[src/rtl/floyd_tb_pkg.sv]
// floyd_tb_pkg
//   Definitions shared by the Floyd-Warshall result scanner and its bench:
//   the scanner state encoding and the default geometry of the kernel's
//   path memory.
package floyd_tb_pkg;

  localparam int PATH_WIDTH  = 32;
  localparam int PATH_SIZE   = 64;
  localparam int PATH_ADDR_W = 6;

  typedef enum logic [1:0] {
    IDLE,
    READ,
    DRAIN,
    DONE
  } scan_state_t;

endpackage

[src/rtl/floyd_result_scanner.sv]
// floyd_result_scanner
//   Sweeps the kernel's DUT memory and a golden memory through shared read
//   ports, then reports the mismatch count, the lowest mismatching address
//   and the sum of all DUT words (mod 2^WIDTH).
//
// Ports
//   clk              rising-edge clock
//   rst              synchronous active-high reset
//   start            begin a scan (accepted only in IDLE or DONE)
//   busy             high from the cycle after an accepted start through done
//   done             one-cycle pulse, results final
//   rd_en, rd_addr   shared read port to both memories (1-cycle latency)
//   dut_rd_data      DUT memory read data
//   gold_rd_data     golden memory read data
//   mismatch_count   number of differing addresses
//   first_err_valid  at least one mismatch seen
//   first_err_addr   lowest differing address
//   checksum         sum of DUT words, carry discarded
//
// State | Meaning
//   IDLE  | waiting for start
//   READ  | issuing reads at addresses 0..SIZE-1
//   DRAIN | last read word in the compare stage
//   DONE  | results final, done pulsed
module floyd_result_scanner
  import floyd_tb_pkg::*;
#(
  parameter int WIDTH  = PATH_WIDTH,
  parameter int SIZE   = PATH_SIZE,
  parameter int ADDR_W = PATH_ADDR_W
) (
  input  logic              clk,
  input  logic              rst,
  input  logic              start,
  output logic              busy,
  output logic              done,
  output logic              rd_en,
  output logic [ADDR_W-1:0] rd_addr,
  input  logic [WIDTH-1:0]  dut_rd_data,
  input  logic [WIDTH-1:0]  gold_rd_data,
  output logic [ADDR_W:0]   mismatch_count,
  output logic              first_err_valid,
  output logic [ADDR_W-1:0] first_err_addr,
  output logic [WIDTH-1:0]  checksum
);

  localparam logic [ADDR_W-1:0] LAST_ADDR = ADDR_W'(SIZE - 1);

  scan_state_t       state_q;
  logic              busy_q;
  logic              done_q;
  logic              rd_en_q;
  logic [ADDR_W-1:0] rd_addr_q;

  logic              cmp_valid_q;
  logic [ADDR_W-1:0] cmp_addr_q;

  logic [ADDR_W:0]   mismatch_count_q, mismatch_count_d;
  logic              first_err_valid_q, first_err_valid_d;
  logic [ADDR_W-1:0] first_err_addr_q, first_err_addr_d;
  logic [WIDTH-1:0]  checksum_q, checksum_d;

  logic start_acc;

  assign start_acc = start && ((state_q == IDLE) || (state_q == DONE));

  always_ff @(posedge clk) begin
    if (rst) begin
      state_q   <= IDLE;
      busy_q    <= 1'b0;
      done_q    <= 1'b0;
      rd_en_q   <= 1'b0;
      rd_addr_q <= '0;
    end else begin
      case (state_q)
        IDLE: begin
          if (start) begin
            state_q   <= READ;
            busy_q    <= 1'b1;
            rd_en_q   <= 1'b1;
            rd_addr_q <= '0;
          end
        end
        READ: begin
          if (rd_addr_q == LAST_ADDR) begin
            state_q   <= DRAIN;
            rd_en_q   <= 1'b0;
            rd_addr_q <= '0;
          end else begin
            rd_addr_q <= rd_addr_q + 1'b1;
          end
        end
        DRAIN: begin
          state_q <= DONE;
          done_q  <= 1'b1;
        end
        DONE: begin
          done_q <= 1'b0;
          // Holding start through DONE chains straight into the next sweep.
          if (start) begin
            state_q   <= READ;
            rd_en_q   <= 1'b1;
            rd_addr_q <= '0;
          end else begin
            state_q <= IDLE;
            busy_q  <= 1'b0;
          end
        end
        default: begin
          state_q <= IDLE;
          busy_q  <= 1'b0;
          done_q  <= 1'b0;
          rd_en_q <= 1'b0;
        end
      endcase
    end
  end

  // Compare stage: read data arrives one cycle after rd_en, so the
  // address travels alongside it to tag the first mismatch.
  always_comb begin
    mismatch_count_d  = mismatch_count_q;
    first_err_valid_d = first_err_valid_q;
    first_err_addr_d  = first_err_addr_q;
    checksum_d        = checksum_q;
    if (start_acc) begin
      // first_err_addr is qualified by first_err_valid, so it is left as is.
      mismatch_count_d  = '0;
      first_err_valid_d = 1'b0;
      checksum_d        = '0;
    end else if (cmp_valid_q) begin
      checksum_d = checksum_q + dut_rd_data;
      if (dut_rd_data != gold_rd_data) begin
        mismatch_count_d = mismatch_count_q + (ADDR_W + 1)'(1);
        if (!first_err_valid_q) begin
          first_err_valid_d = 1'b1;
          first_err_addr_d  = cmp_addr_q;
        end
      end
    end
  end

  always_ff @(posedge clk) begin
    if (rst) begin
      cmp_valid_q       <= 1'b0;
      cmp_addr_q        <= '0;
      mismatch_count_q  <= '0;
      first_err_valid_q <= 1'b0;
      first_err_addr_q  <= '0;
      checksum_q        <= '0;
    end else begin
      cmp_valid_q       <= rd_en_q;
      cmp_addr_q        <= rd_addr_q;
      mismatch_count_q  <= mismatch_count_d;
      first_err_valid_q <= first_err_valid_d;
      first_err_addr_q  <= first_err_addr_d;
      checksum_q        <= checksum_d;
    end
  end

  assign busy            = busy_q;
  assign done            = done_q;
  assign rd_en           = rd_en_q;
  assign rd_addr         = rd_addr_q;
  assign mismatch_count  = mismatch_count_q;
  assign first_err_valid = first_err_valid_q;
  assign first_err_addr  = first_err_addr_q;
  assign checksum        = checksum_q;

endmodule

[config.mk]
export PLATFORM = sky130hd
export DESIGN_NAME = floyd_result_scanner
export DESIGN_NICKNAME = d
export VERILOG_FILES = /design/src/rtl/floyd_tb_pkg.sv /design/src/rtl/floyd_result_scanner.sv
export SDC_FILE = /design/constraint.sdc
export NUM_CORES = 1
export LEC_CHECK = 0
export CAP_MARGIN = 10
export CORE_ASPECT_RATIO = 0.8
export CORE_MARGIN = 2
export CORE_UTILIZATION = 46
export CTS_CLUSTER_DIAMETER = 50
export DETAILED_ROUTE_END_ITERATION = 6
export GPL_ROUTABILITY_DRIVEN = 0
export MAX_ROUTING_LAYER = met4
export PLACE_DENSITY_LB_ADDON = 0.15
export SLEW_MARGIN = 20
export SYNTH_ARGS = -nofsm -noshare
export SYNTH_HDL_FRONTEND = slang
export SYNTH_SLANG_ARGS = --single-unit
[constraint.sdc]
create_clock -name clk -period 8.5 [get_ports clk]
set_input_delay 1.7 -clock clk [delete_from_list [all_inputs] [get_ports clk]]
set_output_delay 1.7 -clock clk [all_outputs]
set_load 0.02 [all_outputs]
==> impl_metrics.env <==
export IMPL_ir_worst_vdd_mv=0.167
export IMPL_port_buffers=121
export IMPL_fin_skew_ns=0.00635
export IMPL_syn_inst=557
export IMPL_cp_slowest_stage_delay_ns=0.45
export IMPL_rows=32
export IMPL_grt_pass1_wl_microns=21400
export IMPL_final_common_cell="clkdlybuf4s50_1"
export IMPL_whs_endpoint="first_err_addr[1]"
export IMPL_drt_first_pass_iters=5
export IMPL_min_path_type="flip-flop to flip-flop"
export IMPL_regArea_sq_um=1280
export IMPL_async_reset_ff_frac=0
export IMPL_worstSetupEndpointType="flip-flop"
export IMPL_syn2layout_area_growth_pct=34.8
export IMPL_cts_buffers=9
export IMPL_power_density_nw_per_um2=193
export IMPL_cpLargestDelayFamily="compound AO/OA/AOI/OAI gates"
export IMPL_status="finished clean"
export IMPL_syn_nets=663
export IMPL_cp_arrival_ns=4.61
export IMPL_dr_total_vias=4596
export IMPL_drive_above_1_share=0.0624
export IMPL_drc=0
export IMPL_p_sw_mw=0.419
export IMPL_via_per_inst=5.68
export IMPL_synth_area_sq_um=4620
export IMPL_cts_clk_slew_worst_paths_ns=0.06
export IMPL_synth_area_per_cell_sq_um=8.30
export IMPL_synth_main_ff_cell="dfxtp_1"
export IMPL_die_w_microns=116
export IMPL_crit_required_ns=8.71
export IMPL_multi_input_area_sq_um=3180
export IMPL_pwr_share_comb=0.376
export IMPL_drt_iter0_markers=306
export IMPL_fmax_mhz=227
export IMPL_synth_warnings=0
export IMPL_post_cts_buffers=0
export IMPL_synthTopCellsByArea="dfxtp_1, ha_1, xnor2_1"
export IMPL_placed_cells=793
export IMPL_critPathLaunchType="primary input"
export IMPL_dpl_cell_area_sq_um=5920
export IMPL_hold_depth=2
export IMPL_p_sw_frac=0.348
export IMPL_totalWireLength_microns=13300
export IMPL_synth_edf_count=0
export IMPL_rsz0062_at_grt="false"
export IMPL_seq_power_share=0.296
export IMPL_critPathKind="primary input to flip-flop"
export IMPL_drv_cap=0
export IMPL_final_cell_area_sq_um=6230
export IMPL_hold_viol_final=0
export IMPL_synth_cell_types=66
export IMPL_start_util=0.475
export IMPL_reg2reg_slack_ns=5.63
export IMPL_wl_per_cell_microns=16.5
export IMPL_tightest_slew_ns=0.827
export IMPL_cts_path_max_buffers=2
export IMPL_yosysTopAreaCell="dfxtp_1"
export IMPL_r2r_start="checksum[0]"
export IMPL_finalCritPeriodShare=0.518
export IMPL_cp_max_fo=3
export IMPL_synth_seq_area_share=0.277
export IMPL_critPathBufInv=1
export IMPL_ant_nets=0
export IMPL_globalRoute_totalOverflow=0
export IMPL_cts_resized=0
export IMPL_numClockSinks=64
export IMPL_hold_ws_ns=0.464
export IMPL_cts_tree="done"
export IMPL_gr_usage_all_layers=0.258
export IMPL_finalNonFillerCells=809
export IMPL_leakagePower_nw=2.38
export IMPL_synthDominantCellAreaShare=0.277
export IMPL_clk_latency_ns=0.32
export IMPL_antenna_found_initial=0
export IMPL_die_area_sq_um=10900
export IMPL_max_slew_margin_rel=0.447
export IMPL_total_power_mw=1.20
export IMPL_die_h_microns=93.7
export IMPL_root_buffer="clkbuf_16"
export IMPL_final_cell_mix="clkdlybuf4s50_1, dfxtp_1, nor2_1"
export IMPL_io_pins=122
export IMPL_fill_cells=859
export IMPL_ys_seq_elements=64
export IMPL_finalCriticalPeriod_ns=4.40
export IMPL_coreArea_sq_um=9730
export IMPL_htree_levels=3
export IMPL_fin_tns_setup_ns=0
export IMPL_post_dp_hpwl_microns=10300
export IMPL_internal_power_mw=0.785
export IMPL_cpMaxStageDelayCell="clkdlybuf4s50_1"
export IMPL_grt_pass1_vias=4271
export IMPL_antenna_cells=0
export IMPL_r2r_cells=10
export IMPL_path_cells="clkdlybuf4s50_1 > ha_1 > fa_1 > a211oi_2 > o21ai_2 > a311oi_2 > nor3_2 > nor2_2 > a2111oi_4 > mux2i_1 > a311o_1"
export IMPL_nets=774
export IMPL_clkPwrFrac=0.329
export IMPL_worstHoldStart="cmp_addr_q[1]"
export IMPL_r2r_end="checksum[30]"
export IMPL_setup_violations=0
export IMPL_slew_viol_final=0
export IMPL_postCtsHoldBufs=0
export IMPL_grt_max_degree=35
==> stage by stage <==
| stage | setup slack (ns) | util |
|---|---|---|
| 6_report | 4.10 | 0.641 |
| 5_1_grt | 3.95 | 0.641 |
| 4_1_cts | 4.11 | 0.641 |
| 2_1_floorplan | 4.56 | - |
| 3_3_place_gp | 3.86 | 0.608 |
| 3_5_place_dp | 3.77 | 0.608 |
==> worst max path at each step <==
stage | from | to | slack, ns | cells after the start
after floorplan | dut_rd_data[0] | checksum[30] | 4.56 | 10
after global placement | dut_rd_data[0] | checksum[30] | 3.86 | 11
after detailed placement | dut_rd_data[0] | checksum[30] | 3.77 | 11
after CTS | dut_rd_data[0] | checksum[30] | 4.11 | 11
after global routing | dut_rd_data[0] | checksum[30] | 3.95 | 11
final | dut_rd_data[0] | checksum[30] | 4.10 | 11
==> area by class of cell <==
| cell class | instances | area share |
|---|---|---|
| Clock buffer | 13 | 0.0401 |
| Tap cell | 136 | 0.0273 |
| Sequential cell | 64 | 0.205 |
| Clock inverter | 3 | 0.0104 |
| Inverter | 12 | 0.00722 |
| Multi-Input combinational cell | 456 | 0.510 |
| Timing Repair Buffer | 125 | 0.199 |
==> state kept, by name (all words and copies together) (netlist names) <==
name,flops
mismatch_count,7
rd_addr,6
first_err_valid,1
done,1
cmp_valid_q,1
state_q,2
cmp_addr_q,6
checksum,32
busy,1
rd_en,1
first_err_addr,6
==> per-layer routing <==
layer / wire length [microns] / part of all wire / global-route usage / vias up
met3: 1090 / 0.082 / 0.0516 / 19
met2: 5670 / 0.43 / 0.372 / 189
met1: 6340 / 0.48 / 0.365 / 2137
met5: 0 / 0 / - / -
met4: 223 / 0.017 / 0.0754 / 0
li1: - / - / - / 2251
==> power by group through the flow <==
| stage | Sequential [mW] | Combinational (mW) | Clock [mW] |
|---|---|---|---|
| 6_report | 0.356 | 0.453 | 0.396 |
| 5_1_grt | 0.360 | 0.491 | 0.417 |
| 4_1_cts | 0.356 | 0.449 | 0.401 |
| 3_5_place_dp | 0.362 | 0.446 | 0 |
| 3_3_place_gp | 0.360 | 0.438 | 0 |
| 2_1_floorplan | 0.384 | 0.267 | 0 |
==> kinds of logic after synthesis <==
logic type | after synthesis | share of synthesized area
flip-flops | 64 | 0.277
XOR/XNOR | 56 | 0.106
adder cells (fa/ha/maj) | 39 | 0.107
AND/OR/NAND/NOR | 187 | 0.200
AO/OA/AOI/OAI | 148 | 0.217
multiplexers | 26 | 0.0576
buffers and inverters | 37 | 0.0354
==> synthesized netlist by cell type (7+ instances only) <==
master / count
nand3_1: 18
mux2i_1: 24
xor2_1: 8
a31oi_1: 7
nor3_1: 13
a21o_1: 15
a21oi_1: 42
clkbuf_1: 15
nand4_1: 15
xnor2_1: 48
nand2_1: 36
dfxtp_1: 64
nor2_1: 62
ha_1: 38
o21ai_0: 30
inv_1: 12
nor2b_1: 11
a211oi_1: 9
==> tightest hold or removal path: cells and delay by family, from the launching register on <==
kind          cells  cell delay [ns]
flops             1             0.30
simple gates      1             0.07
mux               1             0.06
No activity file was read; power rests on OpenSTA's default activity.
